## src/rtl/result_to_bcd_if.sv

```systemverilog
// Handshake bundle for result_to_bcd.
//   master : producer/consumer side (drives in_valid/in_data/in_signed/out_ready)
//   slave  : converter side (drives in_ready/out_valid/out_bcd/out_neg)
// Ports carried:
//   in_valid/in_ready   input handshake
//   in_data[WIDTH]      binary value to convert
//   in_signed           1 = two's complement, 0 = unsigned
//   out_valid/out_ready output handshake
//   out_bcd[4*DIGITS]   packed BCD, digit 0 in bits [3:0]
//   out_neg             converted value was negative
interface result_to_bcd_if #(
  parameter int WIDTH  = 20,
  parameter int DIGITS = 7
);
  logic                  in_valid;
  logic                  in_ready;
  logic [WIDTH-1:0]      in_data;
  logic                  in_signed;
  logic                  out_valid;
  logic                  out_ready;
  logic [4*DIGITS-1:0]   out_bcd;
  logic                  out_neg;

  modport master (
    output in_valid, in_data, in_signed, out_ready,
    input  in_ready, out_valid, out_bcd, out_neg
  );

  modport slave (
    input  in_valid, in_data, in_signed, out_ready,
    output in_ready, out_valid, out_bcd, out_neg
  );
endinterface

```

## src/rtl/result_to_bcd.sv

```systemverilog
// Sequential binary-to-BCD converter (double dabble), one bit per cycle.
// Accepts a WIDTH-bit value (signed or unsigned) in IDLE, runs WIDTH shift
// iterations, then presents the BCD magnitude and sign in DONE until the
// consumer takes it.
// Ports:
//   clk    : clock, rising edge
//   rst_n  : synchronous active-low reset
//   bus    : result_to_bcd_if slave (input/output valid-ready handshakes)
//   busy   : high whenever not IDLE
module result_to_bcd #(
  parameter int WIDTH  = 20,
  parameter int DIGITS = 7
) (
  input  logic                 clk,
  input  logic                 rst_n,
  result_to_bcd_if.slave       bus,
  output logic                 busy
);

  localparam int CW = $clog2(WIDTH + 1);

  typedef enum logic [1:0] {
    IDLE,
    SHIFT,
    DONE
  } state_t;

  state_t state, state_next;

  logic [WIDTH-1:0]    mag;
  logic                neg;
  logic [4*DIGITS-1:0] acc;
  logic [4*DIGITS-1:0] acc_adj;
  logic [4*DIGITS-1:0] acc_shift;
  logic [CW-1:0]       cnt;
  logic [4*DIGITS-1:0] bcd_q;
  logic                neg_q;

  logic                in_ready_i;
  logic                accept;
  logic                last_iter;
  logic                neg_in;
  logic [WIDTH-1:0]    mag_in;

  assign accept    = bus.in_valid & in_ready_i;
  assign last_iter = (cnt == CW'(1));

  // Sign/magnitude split; negation is modulo 2^WIDTH so the most negative
  // value maps onto itself, which read as unsigned is the correct magnitude.
  assign neg_in = bus.in_signed & bus.in_data[WIDTH-1];
  assign mag_in = neg_in ? (~bus.in_data + WIDTH'(1)) : bus.in_data;

  // Double-dabble step: correct digits >= 5 before the shift so that each
  // nibble carries cleanly into the next decimal digit.
  always_comb begin
    acc_adj = acc;
    for (int unsigned d = 0; d < DIGITS; d++) begin
      if (acc[4*d +: 4] >= 4'd5) begin
        acc_adj[4*d +: 4] = acc[4*d +: 4] + 4'd3;
      end
    end
    acc_shift = {acc_adj[4*DIGITS-2:0], mag[WIDTH-1]};
  end

  // State register
  always_ff @(posedge clk) begin
    if (!rst_n) begin
      state <= IDLE;
    end else begin
      state <= state_next;
    end
  end

  // Next-state logic
  always_comb begin
    state_next = state;
    case (state)
      IDLE:    if (accept) state_next = SHIFT;
      SHIFT:   if (last_iter) state_next = DONE;
      DONE:    if (bus.out_ready) state_next = IDLE;
      default: state_next = IDLE;
    endcase
  end

  // Output decode
  always_comb begin
    in_ready_i    = (state == IDLE);
    bus.in_ready  = in_ready_i;
    bus.out_valid = (state == DONE);
    busy          = (state != IDLE);
  end

  // Datapath. The presented result lives in its own register, loaded only on
  // the final iteration, so out_bcd keeps the last result through IDLE and the
  // next conversion instead of exposing the working accumulator.
  always_ff @(posedge clk) begin
    if (!rst_n) begin
      mag   <= '0;
      neg   <= 1'b0;
      acc   <= '0;
      cnt   <= '0;
      bcd_q <= '0;
      neg_q <= 1'b0;
    end else begin
      case (state)
        IDLE: begin
          if (accept) begin
            mag <= mag_in;
            neg <= neg_in;
            acc <= '0;
            cnt <= CW'(WIDTH);
          end
        end
        SHIFT: begin
          acc <= acc_shift;
          mag <= {mag[WIDTH-2:0], 1'b0};
          cnt <= cnt - CW'(1);
          if (last_iter) begin
            bcd_q <= acc_shift;
            neg_q <= neg & (|acc_shift);
          end
        end
        default: ;
      endcase
    end
  end

  assign bus.out_bcd = bcd_q;
  assign bus.out_neg = neg_q;

endmodule

```

## src/flat_wrapper.sv

```systemverilog
// flat-port wrapper written by rule: the top's interface ports become plain ports
module result_to_bcd_flat 
#(
  parameter int WIDTH  = 20,
  parameter int DIGITS = 7
)
  (clk, rst_n, busy, bus_in_valid, bus_in_data, bus_in_signed, bus_out_ready, bus_in_ready, bus_out_valid, bus_out_bcd, bus_out_neg);
  result_to_bcd_if #(.WIDTH(WIDTH), .DIGITS(DIGITS)) bus_i ();
  input  logic clk;
  input  logic rst_n;
  output logic busy;
  input wire logic [$bits(bus_i.in_valid)-1:0] bus_in_valid;
  input wire logic [$bits(bus_i.in_data)-1:0] bus_in_data;
  input wire logic [$bits(bus_i.in_signed)-1:0] bus_in_signed;
  input wire logic [$bits(bus_i.out_ready)-1:0] bus_out_ready;
  output wire logic [$bits(bus_i.in_ready)-1:0] bus_in_ready;
  output wire logic [$bits(bus_i.out_valid)-1:0] bus_out_valid;
  output wire logic [$bits(bus_i.out_bcd)-1:0] bus_out_bcd;
  output wire logic [$bits(bus_i.out_neg)-1:0] bus_out_neg;
  assign bus_i.in_valid = bus_in_valid;
  assign bus_i.in_data = bus_in_data;
  assign bus_i.in_signed = bus_in_signed;
  assign bus_i.out_ready = bus_out_ready;
  assign bus_in_ready = bus_i.in_ready;
  assign bus_out_valid = bus_i.out_valid;
  assign bus_out_bcd = bus_i.out_bcd;
  assign bus_out_neg = bus_i.out_neg;
  result_to_bcd #(.WIDTH(WIDTH), .DIGITS(DIGITS)) u_core (.clk(clk), .rst_n(rst_n), .bus(bus_i), .busy(busy));
endmodule
```

## config.mk

```make
export PLATFORM = sky130hd
export DESIGN_NAME = result_to_bcd_flat
export DESIGN_NICKNAME = d
export VERILOG_FILES = /design/src/rtl/result_to_bcd_if.sv /design/src/rtl/result_to_bcd.sv /design/src/flat_wrapper.sv
export SDC_FILE = /design/constraint.sdc
export NUM_CORES = 1
export LEC_CHECK = 0
export ABC_AREA = 1
export CAP_MARGIN = 0
export CORE_ASPECT_RATIO = 1.25
export CORE_MARGIN = 2
export CORE_UTILIZATION = 55
export DETAILED_ROUTE_END_ITERATION = 10
export GPL_TIMING_DRIVEN = 0
export PLACE_DENSITY_LB_ADDON = 0.25
export SLEW_MARGIN = 0
export SYNTH_ARGS = -nofsm -noshare
export SYNTH_HDL_FRONTEND = slang
export SYNTH_SLANG_ARGS = --single-unit
```

## constraint.sdc

```tcl
create_clock -name clk -period 1.7 [get_ports clk]
set_input_delay 0.17 -clock clk [delete_from_list [all_inputs] [get_ports clk]]
set_output_delay 0.17 -clock clk [all_outputs]
set_load 0.1 [all_outputs]
```

## Word level (Yosys, flattened, before mapping)

Index checks and enable logic that the tools add are counted.

- Bits in registers: 85
- Input bits: 25
- Output and inout bits: 32

- Add/subtract/negate cells: 9
- $lt $le $gt $ge: 7
- Eq/ne operators: 6
- Muxes and demuxes: 18
- Bitwise operators: 4
- Reduce and logical (&&, ||, !) cells: 8

Operator list:

| kind | count |
|---|---|
| 28-bit case mux with 2 select lines | 1 |
| 20-bit two-way mux | 2 |
| 20-bit case mux with 2 select lines | 1 |
| 4-bit by 3-bit greater-or-equal comparator with 1-bit output (second input constant) | 7 |
| 28-bit two-way mux | 1 |
| 28-bit OR reduction | 1 |
| 4-bit by 2-bit adder with 4-bit output (second input constant) | 6 |
| 4-bit two-way mux | 6 |
| 20-bit by 1-bit adder with 20-bit output (second input constant) | 1 |
| 20-bit inverter | 1 |
| 5-bit case mux with 2 select lines | 1 |
| 2-bit two-way mux | 3 |
| 2-bit case mux with 3 select lines | 1 |
| 2-bit AND reduction | 3 |
| 5-bit by 1-bit == test with 1-bit output (second input constant) | 1 |
| 5-bit two-way mux | 1 |
| 5-bit by 1-bit subtractor with 5-bit output (second input constant) | 1 |
| 2-bit inequality test (second input constant) | 2 |
| 2-bit nonzero test | 2 |
| 3-bit by 2-bit adder with 3-bit output (second input constant) | 1 |
| 1-bit AND | 3 |
| 3-bit two-way mux | 1 |
| 3-bit AND reduction | 1 |
| 2-bit by 1-bit == test with 1-bit output (second input constant) | 1 |
| 3 further kinds | 3 |

## Longest topological paths before layout

Gate-level depths: netlist of the first run.

- Depth after elaboration: 5
- Gate-level depth with buffers: 14
- Depth with buffers taken out: 14

## Least setup slack after synthesis of the first run

OpenSTA, ideal clock, no wires.

- Kind: reg2out
- Start point: reg u_core.state[0]
- End point: out busy
- Arrival: 1,958 ps
- Required time: 1,530 ps
- Path slack: -428 ps
- Cell stages (with the launch flop): 3
- Path buffers: 0
- Cells stage by stage: dfxtp_1 nor2_2 inv_1

- Longest elaborated chain between the ends: 1

Ends and longest elaborated chain:

| item | RTL line | text |
|---|---|---|
| start: declaration | result_to_bcd.sv:28 | `state_t state, state_next;` |
| start signal: assignment | result_to_bcd.sv:70 | `state <= state_next;` |
| 2-bit nonzero test | result_to_bcd.sv:90 | `busy = (state != IDLE);` |
| end: declaration | flat_wrapper.sv:11 | `output logic busy;` |

No other way between the ends.

## Worst setup path after layout of the first run

- Start point: reg u_core.acc[13]
- End point: reg u_core.neg_q (netlist: u_core.bus.out_neg)

- Longest elaborated chain between the ends: 4
- Elaborated cells on any way between the ends: 5

Ends and longest elaborated chain:

| item | RTL line | text |
|---|---|---|
| start: declaration | result_to_bcd.sv:32 | `logic [4*DIGITS-1:0] acc;` |
| start signal: assignment | result_to_bcd.sv:115 | `acc <= acc_shift;` |
| 4-bit by 2-bit adder with 4-bit output or 4-bit by 3-bit greater-or-equal comparator with 1-bit output (tied branches) | result_to_bcd.sv:59, result_to_bcd.sv:58 |  |
| 4-bit two-way mux * | result_to_bcd.sv:58 | `if (acc[4*d +: 4] >= 4'd5) begin` |
| 28-bit OR reduction * | result_to_bcd.sv:120 | `neg_q <= neg & (\|acc_shift);` |
| 1-bit AND * | result_to_bcd.sv:120 |  |
| end signal: assignment | result_to_bcd.sv:120 |  |
| end: declaration | result_to_bcd.sv:37 | `logic neg_q;` |

Mark *: on every way between the ends. The rest lies on a longest branch, timed or not.
A chain may end at the register's enable or synchronous reset.

==> results of run 1 <==
placed cells by master, fill, tap and decap left out, types with 7 or more instances in the layout:
cell	synthesis	layout
a21oi_1	69	69
a22oi_1	10	10
a31oi_1	10	10
buf_2	8	7
buf_4	5	26
clkbuf_1	12	12
clkbuf_2	0	25
clkbuf_8	0	10
clkdlybuf4s15_2	0	8
clkdlybuf4s50_1	0	24
dfxtp_1	85	69
dfxtp_2	0	13
ha_1	17	9
inv_1	64	47
inv_2	5	20
nand2_1	160	136
nand2_2	2	21
nand3_1	57	51
nand4_1	16	16
nor2_1	62	57
nor2_2	5	9
o21ai_0	40	38
o21ai_1	9	9
registers in the layout, indices dropped and copies added, names as in the netlist:
name	count
u_core.acc	28
u_core.bus.out_bcd	28
u_core.mag	20
u_core.cnt	5
u_core.state	2
u_core.bus.out_neg	1
u_core.neg	1
per-stage QoR:
step	setup slack [ns]	cells	hold WS, ns	instance area [sq um]	util, %
after floorplan	0.01658	668	0.3172	4586	-
after global placement	-0.2004	821	0.4501	5268	64.65
after detailed placement	-0.2062	821	0.4563	5268	64.65
after CTS	0.00002276	844	0.4166	5632	69.12
after global routing	-0.09700	858	0.4430	5802	71.21
final	-0.02046	858	0.4125	5802	71.21
logic make-up after synthesis:
| family | Yosys count | synth area share [%] |
|---|---|---|
| buffers and inverters | 98 | 9.163 |
| AND/OR/NAND/NOR | 317 | 30.22 |
| AO/OA/AOI/OAI | 148 | 18.19 |
| flip-flops | 85 | 37.20 |
| adder cells (fa/ha/maj) | 17 | 4.650 |
| XOR/XNOR | 3 | 0.5745 |
where the power goes:
part / internal [uW] / switching, uW / leakage [uW] / total [uW]
clock network: 1020 / 709 / 0.000121 / 1720
registers: 2060 / 43.9 / 0.000699 / 2110
logic: 228 / 522 / 0.00178 / 751
path summary, 6_finish.rpt:
check / from / end / slack (ns) / depth (start not counted)
setup / recovery: u_core.acc[13] / u_core.bus.out_neg / -0.02 / 12
hold / removal: bus_in_data[0] / u_core.mag[0] / 0.41 / 3
setup reg to reg: u_core.acc[13] / u_core.bus.out_neg / -0.02 / 12
hold reg to reg: u_core.bus.out_bcd[0] / u_core.bus.out_bcd[0] / 0.46 / 2
per-layer routing:
metal | global-route usage, % | up-vias | share of wire [%]
met5 | 0 | - | 0
met4 | 12.93 | 0 | 3.1
met3 | 3.804 | 51 | 5.9
met2 | 51.00 | 221 | 53
met1 | 28.58 | 2225 | 38
li1 | - | 2401 | -
cell type report:
class | count | share of cell area, %
Clock buffer | 12 | 2.502
Tap cell | 97 | 2.092
Inverter | 69 | 4.550
Clock inverter | 4 | 1.639
Sequential cell | 85 | 29.80
Multi-Input combinational cell | 485 | 46.00
Buffer | 29 | 2.847
Timing Repair Buffer | 77 | 10.57
worst max-delay path: cells and delay by family, from the launching register on:
kind	cells	cell delay (ns)
simple gates	9	0.93
flops	1	0.38
fa+ha+maj	1	0.17
buf+inv	1	0.06
compound gates	1	0.05
what timing repair did:
action,4_1_cts,5_1_grt
gates resized for setup,100,94
setup endpoints to repair,34,33
pin swaps,5,27
buffers inserted,7,14
==> impl_metrics.tcl, run 1 <==
set metrics [dict create \
    grt_usage_pct 26.92 \
    coreArea_sq_um 8148 \
    place_hpwl_microns 8713 \
    yosysWarnings 0 \
    h-tree-depth 3 \
    timing.critical_path.mode_cell "nand2_1" \
    vias 4898 \
    rsz0062_at_grt "true" \
    dr.pass1.iters 5 \
    clock.fmax_mhz 581.2 \
    via_per_inst 5.709 \
    status "complete, but fails checks" \
    crit_path_end_kind "flop" \
    yosys.area.top_type "dfxtp_1" \
    ant_nets 0 \
    critPathArrivalTime_ns 1.94 \
    finalNetCount 798 \
    cts-root-buf "clkbuf_8" \
    die_y_microns 106.0 \
    synth_most_common_cell "nand2_1" \
    layout_setup_ws_ns -0.02046 \
    globalRoute.totalOverflow 0 \
    grt_pass1_wl_microns 19600 \
    maxSlewHeadroom_pct 45.31 \
    clk_pin_slew_ns 0.08 \
    yosysUniqueCellTypes 31 \
    cp.required_ns 1.92 \
    drv_cap 0 \
    postSynth.asyncResetShare_pct 0 \
    initial_core_util_pct 56.14 \
    yosys_most_used_dff "dfxtp_1" \
    path_cells "inv_4, ha_2, nand2_2, nand4_1, nand2_1, nand2_1, nor2_2, nand2_1, nor2_2, nand2_1, nand2_1, a21oi_1" \
    diodes 0 \
    violations "negative setup slack" \
    tns_ns -0.02046 \
    cts_tree "done" \
    setup_viol 1 \
    post-route-period-util_pct 101.2 \
    worstSetupPathType "flop to flop" \
    period_minus_slack_ns 1.720 \
    synth.net_count 710 \
    ys_seq_elements 85 \
    place_congestion 0.8946 \
    critPathLaunchType "flop" \
    die_w_microns 85.57 \
    hold_path_class "input pin to flop" \
    clk_path_buf_depth 2 \
    fillers 657 \
    p_per_area_nw_per_um2 789.8 \
    synth_common_cells "nand2_1 (160), dfxtp_1 (85), a21oi_1 (69)" \
    core.rowCount 37 \
    report.final.hold_viol_count 0 \
    synth_top_area_share_pct 37.20 \
    slowest_delay_ns 0.38 \
    skew_ns 0.007589 \
    tightest_slew_ns 0.8204 \
    cts_buffers 9 \
    synth_area_leaders "dfxtp_1 (37%), nand2_1 (13%), a21oi_1 (7.5%)" \
    postCtsHoldBufs 0 \
    portBuffers 56 \
    clkLatencyLatePin_ns 0.36 \
    syn_inst 668 \
    wl_per_cell_microns 14.95 \
    vdd_ir_drop_max_mv 0.6043 \
    path_max_fanout 4 \
    cts_sinks 85 \
    regArea_sq_um 1729 \
    power.leakage_uw 0.002598 \
    synth.cell_area_sq_um 4574 \
    drive_above_1_share_pct 25.49 \
    antenna_found_initial 0 \
    grt_max_degree 14 \
    finalPower_uw 4582 \
    drc_errors 0 \
    synth-edff-count 0 \
    seq_area_frac_synth_pct 37.20 \
    syn_to_final_growth_pct 26.83 \
    cpMaxStageDelayCell "dfxtp_2" \
    multiInputGateArea_sq_um 2669 \
    syn_area_per_cell_sq_um 6.848 \
    grt_pass1_vias 4491 \
    wirelength_microns 12830 \
    drv_slew 0 \
    die_area_sq_um 9067 \
    ioPinCount 57 \
    drtIter0Drc 313 \
]
No activity file was read; power rests on OpenSTA's default activity.
==> run 2: changes to the inputs <==
--- a/config.mk
+++ b/config.mk
@@ -9,7 +9,7 @@
 export CAP_MARGIN = 0
 export CORE_ASPECT_RATIO = 1.25
 export CORE_MARGIN = 2
-export CORE_UTILIZATION = 55
+export CORE_UTILIZATION = 50
 export DETAILED_ROUTE_END_ITERATION = 10
 export GPL_TIMING_DRIVEN = 0
 export PLACE_DENSITY_LB_ADDON = 0.25
==> constraint.sdc (replaced) <==
create_clock -name clk -period 1.55 [get_ports clk]
set_input_delay 0.155 -clock clk [delete_from_list [all_inputs] [get_ports clk]]
set_output_delay 0.155 -clock clk [all_outputs]
set_load 0.1 [all_outputs]
==> run 2 against run 1 <==
Effect of this change: the flow still finishes with violations (negative setup slack); clock-buffer cell count is 1 higher; hold slack better by 0.047 ns; design area is 16% higher; sequential cell count stayed put; critical path depth is 2 higher; wire length is 18% higher; core utilization is 3.2 points higher; register-to-register slack worse by 0.17 ns; sequential share of layout area is 4.0 points lower; via count is 5.8% higher; critical path type unchanged.
==> impl_metrics.tcl, run 2 (same netlist as run 1, synthesis figures left out) <==
set metrics [dict create \
    finalPower_uw 5663 \
    combPwrFrac_pct 15.9 \
    p_switching_uw 1514 \
    path_cells "inv_4, ha_4, inv_4, nand2_8, nand3_4, nand2_4, nand2_2, nand2_1, nor2_1, nand2_1, nor2_1, nand2_1, nand2_1, a21oi_1" \
    critPathArrivalTime_ns 1.95 \
    tightest_slew_ns 0.8427 \
    antenna_found_initial 0 \
    globalRoute.totalOverflow 0 \
    clkLatencyLatePin_ns 0.34 \
    ant_nets 0 \
    dr.pass1.iters 5 \
    drtIter0Drc 438 \
    grt_pass1_vias 4629 \
    clk_path_buf_depth 2 \
    grt_pass1_wl_microns 21070 \
    clock.fmax_mhz 575.0 \
    die_y_microns 110.9 \
    period_minus_slack_ns 1.739 \
    critPathLaunchType "flop" \
    via_per_inst 5.650 \
    place_hpwl_microns 8702 \
    r2r_cells 14 \
    skew_ns 0.004337 \
    ioPinCount 57 \
    p_per_area_nw_per_um2 842.6 \
    cts_tree "done" \
    cpMaxStageDelayCell "dfxtp_2" \
    clk_pin_slew_ns 0.06 \
    path_delay_family "simple AND/OR/NAND/NOR gates" \
    report.final.hold_viol_count 0 \
    p_seq_share_pct 41.0 \
    dp_slack_ns -0.3660 \
    cp.required_ns 1.76 \
    postPlaceCellArea_sq_um 5306 \
    vdd_ir_drop_max_mv 0.5711 \
    die_w_microns 89.55 \
    layout_commonest_cell "nand2_1" \
    drv_cap 0 \
    path_max_fanout 6 \
    fillers 607 \
    setup_viol 3 \
    hold_path_class "input pin to flop" \
    worstSetupPathType "flop to flop" \
    cts_buffers 9 \
    finalNetCount 831 \
    wl_per_cell_microns 16.57 \
    cts-root-buf "clkbuf_16" \
    p_int_uw 4149 \
    wirelength_microns 15200 \
    h-tree-depth 3 \
    portBuffers 56 \
    min_delay_path_depth 3 \
    pwr-share-clk_pct 43.1 \
    crit_cells 14 \
    grt_usage_pct 26.89 \
    drive_above_1_share_pct 34.76 \
    syn_to_final_growth_pct 46.94 \
    vias 5181 \
    crit_path_end_kind "flop" \
    layout_common_cells "nand2_1 (125), dfxtp_1 (65), a21oi_1 (64)" \
    rrSetupSlack_ns -0.19 \
    status "complete, but fails checks" \
    layout_setup_ws_ns -0.1890 \
    violations "negative setup slack" \
    timing.critical_path.mode_cell "nand2_1" \
    core.rowCount 39 \
    diodes 0 \
    initial_core_util_pct 50.67 \
    hold_slack_ns 0.4595 \
    place_congestion 0.9018 \
    cts_sinks 85 \
    slowest_delay_ns 0.38 \
    maxSlewHeadroom_pct 43.82 \
    switching_share_pct 26.74 \
    drv_slew 0 \
    post-route-period-util_pct 112.2 \
    grt_max_degree 14 \
    power.leakage_uw 0.003003 \
    die_area_sq_um 9935 \
    critPathBufInv 2 \
    rsz0062_at_grt "true" \
    drc_errors 0 \
    coreArea_sq_um 9027 \
    design_area_sq_um 6721 \
]
==> run 2: cell types whose count changed in the layout (fill, tap and decap cells not counted), moves of 6 or more <==
cell	change
ha_1	-8
clkbuf_8	-6
clkbuf_16	+12
buf_4	+23
inv_1	-6
nand2_4	+11
clkdlybuf4s15_2	+21
nand2_1	-11
inv_4	+7
clkbuf_2	-20
==> run 2: cell type report <==
| cell class | count | area (sq um) | area share [%] |
|---|---|---|---|
| Multi-Input combinational cell | 485 | 2930 | 43.60 |
| Sequential cell | 85 | 1732 | 25.76 |
| Timing Repair Buffer | 110 | 1064 | 15.82 |
| Inverter | 69 | 281.5 | 4.188 |
| Clock buffer | 13 | 280.3 | 4.170 |
| Buffer | 29 | 215.2 | 3.202 |
| Tap cell | 123 | 153.9 | 2.290 |
| Clock inverter | 3 | 65.06 | 0.9680 |
==> run 2: power by group through the flow <==
stage               combinational [uW]  sequential [uW]  clock [uW]
floorplan                          448             2490           0
global placement                   826             2360           0
detailed placement                 836             2370           0
CTS                                831             2320        2460
global route                       968             2320        2550
finish                             901             2320        2440
==> run 2: metal layers <==
metal	share of wire, %	track usage [%]
met4	3.8	8.955
met2	52	47.84
met1	38	31.36
met5	0	0
met3	5.9	4.914
==> run 2: metrics by stage <==
step	std cells	util, %	setup TNS [ns]
floorplan	668	-	-2.190
global placement	847	58.78	-13.84
detailed placement	847	58.78	-15.28
CTS	894	67.57	-0.1289
global route	917	74.46	-1.075
finish	917	74.46	-0.3223
==> run 2: what timing repair did <==
item,4_1_cts,5_1_grt
setup buffers,31,20
gates cloned,0,4
pin swaps,24,48
gates resized for setup,171,126
endpoints found under the hold margin,0,0
endpoints found under the setup margin,70,39
hold buffers,0,0
==> run 2: tightest hold or removal path, stage by stage <==
cell	delay [ns]
clkdlybuf4s50_1	0.42
nand3_1	0.11
a21oi_1	0.06
==> run 2: worst paths after layout <==
| check | startpoint | endpoint |
|---|---|---|
| setup / recovery | u_core.acc[17] | u_core.bus.out_neg |
| hold / removal | bus_in_data[19] | u_core.mag[19] |
| setup reg to reg | u_core.acc[17] | u_core.bus.out_neg |
| hold reg to reg | u_core.mag[0] | u_core.mag[0] |
==> run 3: changes to the inputs <==
--- a/config.mk
+++ b/config.mk
@@ -10,7 +10,9 @@
 export CORE_ASPECT_RATIO = 1.25
 export CORE_MARGIN = 2
 export CORE_UTILIZATION = 50
+export CTS_CLUSTER_DIAMETER = 60
 export DETAILED_ROUTE_END_ITERATION = 10
+export GPL_ROUTABILITY_DRIVEN = 0
 export GPL_TIMING_DRIVEN = 0
 export PLACE_DENSITY_LB_ADDON = 0.25
 export SLEW_MARGIN = 0
==> results of run 3 <==
Same layout as run 2: the final DEF is identical, and so are final timing and power.
==> RTL edit 1, RTL diff (settings of run 3) <==
Make the reset (`rst_n`) asynchronous in 2 clocked blocks. Comments in the files are not updated.
--- a/src/rtl/result_to_bcd.sv
+++ b/src/rtl/result_to_bcd.sv
@@ -65,3 +65,3 @@
   // State register
-  always_ff @(posedge clk) begin
+  always_ff @(posedge clk or negedge rst_n) begin
     if (!rst_n) begin
@@ -95,3 +95,3 @@
   // next conversion instead of exposing the working accumulator.
-  always_ff @(posedge clk) begin
+  always_ff @(posedge clk or negedge rst_n) begin
     if (!rst_n) begin
Behaviour: differs if rst_n is asserted again (counterexample within 4 cycles, from zero or initial values and one cycle with rst_n low); with rst_n held inactive, the same outputs for 10 cycles.
==> RTL edit 1 against run 3 <==
The run still ends with negative setup slack left. Wire length fell by 20%. Critical path type unchanged. Die area up 0.47%. Non-clock buffer count down 27. Synthesized area increased by 0.49%. Via count is 14% lower. Sequential cell count unchanged. Setup slack improved by 0.026 ns. Design area decreased by 6.0%.
Power is not shown: default switching activity piles up to over one toggle a cycle in this logic, so the estimate is an artifact.
==> RTL edit 1: results (changes against run 3) <==
run_status: "finished with violations"  # unchanged
failed_checks: "negative setup slack"  # unchanged
wire_per_inst_um: 14.73  # was 16.57 um
wl_met3_um: 616  # was 891 um
setup_slack_ns: -0.1628  # was -0.1890 ns
timing.critical_path.slowest_stage_cell: "dfrtp_1"  # was dfxtp_2
post_synth_adder_cell_area_pct: 4.627  # was 4.650%
instances_no_fill: 820  # was 917
placed_area_mm2: 0.005401  # was 0.005306 mm^2
syn-instance-count: 589  # was 668
timing.critical_path.fanout_max: 5  # was 6
final_cell_area_mm2: 0.006315  # was 0.006721 mm^2
routedLengthMet1_um: 4620  # was 5837 um
detailedRoute.firstIterationViolations: 266  # was 438
post-place-ws_ns: -0.3887  # was -0.3660 ns
reg2reg_slack_ns: -0.16  # was -0.19 ns
hold-worst-slack_ns: 0.3073  # was 0.4595 ns
nNetsFinal: 735  # was 831
ctsResizeCount: 162  # was 171
maxSlewHeadroom_pct: 63.43  # was 43.82%
critical_path.startpoint: "u_core.acc[4]"  # was u_core.acc[17]
final_layout_size_suffix_gt1_share_pct: 28.84  # was 34.76%
grt_usage_pct: 24.23  # was 26.89%
grt_pass1_wl_um: 19290  # was 21070 um
finalSetupViolCount: 3  # unchanged
hpwlAfterDp_um: 8154  # was 8702 um
maxUsedRoutingLayer: "met4"  # unchanged
grt_start_max_net_pins: 54  # was 14
most_used_flip_flop_cell_after_synthesis: "dfrtp_1"  # was dfxtp_1
detailroute.via_count: 4465  # was 5181
setup-tns-final_ns: -0.2456  # was -0.3223 ns
synth.lib_cells_used.distinct: 29  # was 31
synth.area.top_cells: "dfrtp_1, nand2_1, inv_1"  # was dfxtp_1, nand2_1, a21oi_1
worst_r2r_path_depth: 13  # was 14
ctsHtreeMaxLevel: 3  # unchanged
first_global_vias: 4323  # was 4629
fillCellCount: 690  # was 607
min-delay-path-class: "in2async"  # was in2reg
clock-skew-final_ns: 0.004755  # was 0.004337 ns
drt-pass1-iter-count: 5  # unchanged
rr_endpoint: "u_core.bus.out_neg"  # unchanged
cts_hold_repair.buffers: 1  # was 0
post_cts_buffers: 23  # was 31
routed-wl-met2_um: 6389  # was 7884 um
synthesis.nets: 631  # was 710
max_stage_delay_ns: 0.41  # was 0.38 ns
ys_async_sr_fraction_pct: 100.0  # was 0%
seq_area_frac_synth_pct: 46.27  # was 37.20%
number_of_cells_after_detailed_placement: 769  # was 847
synth_xor_area_share_pct: 1.715  # was 0.5744%
[RTL edit 1: changes by cell type in the layout (fill, tap and decap cells not counted), sizes merged, moves of 5 or more]
cell / change
a31oi: -10
dfrtp: +85
o21ai: +19
inv: +20
clkbuf: -5
buf: -21
o22ai: +29
nand3: -29
a21oi: -65
dfxtp: -85
nand2: -13
a22oi: +5
nor2: -20
a211oi: -6
[RTL edit 1: layer usage]
metal / vias to the layer above / GRT usage [%]
met1: 2094 / 24.98
met5: - / 0
met3: 41 / 4.827
met4: 0 / 14.67
li1: 2154 / -
met2: 176 / 44.85
[RTL edit 1: area by class of cell]
| type | instances | area share, % |
|---|---|---|
| sequential | 85 | 33.74 |
| clock inverter | 1 | 0.07925 |
| buffer | 19 | 2.219 |
| clock buffer | 14 | 4.339 |
| tap | 123 | 2.437 |
| timing repair buffer | 93 | 14.13 |
| multi-input combinational | 396 | 37.53 |
| inverter | 89 | 5.528 |
==> RTL edit 2, RTL diff (config.mk and constraints of run 3) <==
Made on the original files. `DIGITS` is set to 7 in 3 places; all go to 8.
--- a/src/rtl/result_to_bcd_if.sv
+++ b/src/rtl/result_to_bcd_if.sv
@@ -12,3 +12,3 @@
   parameter int WIDTH  = 20,
-  parameter int DIGITS = 7
+  parameter int DIGITS = 8
 );
--- a/src/rtl/result_to_bcd.sv
+++ b/src/rtl/result_to_bcd.sv
@@ -11,3 +11,3 @@
   parameter int WIDTH  = 20,
-  parameter int DIGITS = 7
+  parameter int DIGITS = 8
 ) (
--- a/src/flat_wrapper.sv
+++ b/src/flat_wrapper.sv
@@ -4,3 +4,3 @@
   parameter int WIDTH  = 20,
-  parameter int DIGITS = 7
+  parameter int DIGITS = 8
 )
Ports: changed (resized bus_out_bcd); port bits go from 57 to 61. The function was not compared with the original's and may differ.
==> RTL edit 2 against run 3 <==
The flow still finishes with violations (negative setup slack). Synthesized area increased by 8.7%. Total power grew 3.1%. First-iteration DRC count down 11%. Maximum frequency increased by 5.5%. Combinational power increased by 3.1%. Sequential cell count up 8. Wire length rose by 0.77%. Setup slack gained 0.090 ns. Design area is 3.2% higher. Clock skew grew 0.0016 ns. Critical path type unchanged. Critical endpoint unchanged. Highest routed layer unchanged.
==> RTL edit 2: results (changes against run 3) <==
hpwlAfterDp_um: 9765  # was 8702 um
wl_met3_um: 820  # was 891 um
regToRegStartpoint: "u_core.acc[16]"  # was u_core.acc[17]
finalSetupViolCount: 1  # was 3
failed_checks: "negative setup slack"  # unchanged
grt_start_max_net_pins: 16  # was 14
clock-skew-final_ns: 0.005972  # was 0.004337 ns
setup_slack_ns: -0.09849  # was -0.1890 ns
detailedRoute.firstIterationViolations: 391  # was 438
synth_top_cells_by_count: "nand2_1, dfxtp_1, a21oi_1, inv_1, nand3_1"  # was nand2_1, dfxtp_1, a21oi_1
first_global_vias: 5093  # was 4629
synth.lib_cells_used.distinct: 36  # was 31
post-place-ws_ns: -0.5628  # was -0.3660 ns
maxSlewHeadroom_pct: 57.29  # was 43.82%
number_of_cells_after_detailed_placement: 921  # was 847
syn_avg_cell_area_um2: 6.767  # was 6.848 um^2
share_of_the_synthesized_area_in_compound_gates_ao_oa_aoi_oai_pct: 17.79  # was 18.19%
run_status: "finished with violations"  # unchanged
leakage_power_nw: 3.092  # was 3.003 nW
arrival_ns: 1.88  # was 1.95 ns
timing.critical_path.slowest_stage_cell: "dfxtp_4"  # was dfxtp_2
worst_ir_drop_vdd_v: 0.0005200  # was 0.0005711 V
routed-wl-met2_um: 8107  # was 7884 um
whs_endpoint: "u_core.mag[6]"  # was u_core.mag[19]
synth_xor_area_share_pct: 0.1761  # was 0.5744%
grt_usage_pct: 25.93  # was 26.89%
routed_wirelength_um: 15310  # was 15200 um
hold-worst-slack_ns: 0.2248  # was 0.4595 ns
setup-tns-final_ns: -0.09849  # was -0.3223 ns
viasPerCell: 5.698  # was 5.650
final_layout_size_suffix_gt1_share_pct: 30.76  # was 34.76%
wire_per_inst_um: 15.82  # was 16.57 um
fillCellCount: 722  # was 607
-- RTL edit 2: logic make-up (layout without fill, tap and decap cells) --
logic type,Yosys count,after routing
fa+ha+maj,19,19
simple gates,350,350
buf+inv,110,217
xor+xnor,1,1
compound gates,162,162
flops,93,93
-- RTL edit 2: area by class of cell --
type	instances	area (um^2)	share of cell area, %
multi-input cells	532	3166	45.63
plain buffers	28	173.9	2.507
flip-flops and latches	93	1907	27.49
inverters	82	334.1	4.816
well taps	126	157.7	2.273
clock inverters	6	86.33	1.245
clock buffers	10	239.0	3.445
repair buffers	91	873.3	12.59
-- RTL edit 2: layer usage --
metal	vias to the layer above	GRT usage, %
met5	-	0
li1	2647	-
met3	40	3.706
met4	0	12.06
met1	2575	29.39
met2	254	47.87
-- RTL edit 2: worst max-delay path by stage --
stage | endpoint
final | u_core.bus.out_neg
after global routing | u_core.bus.out_neg
after CTS | u_core.bus.out_neg
after detailed placement | u_core.state[1]
after global placement | u_core.state[0]
after floorplan | u_core.mag[11]
-- RTL edit 2: report_power, final --
group          internal [mW]  switching [mW]  leakage (nW)
Combinational          0.295           0.634          2.17
Sequential              2.46          0.0578         0.766
Clock                   1.45           0.934         0.158
-- RTL edit 2: worst reg2reg max path, delay by kind of cell (launching register included) --
kind	cells	cell delay, ns
and+or+nand+nor	10	0.82
adders and majority gates	1	0.16
DFF	1	0.38
buffers and inverters	2	0.12
AOI/OAI and AO/OA	1	0.05
-- RTL edit 2: repair_timing --
action	in CTS	in global routing
pin swaps	1	50
endpoints found under the setup margin	93	51
resized for setup	155	155
setup buffers	1	30
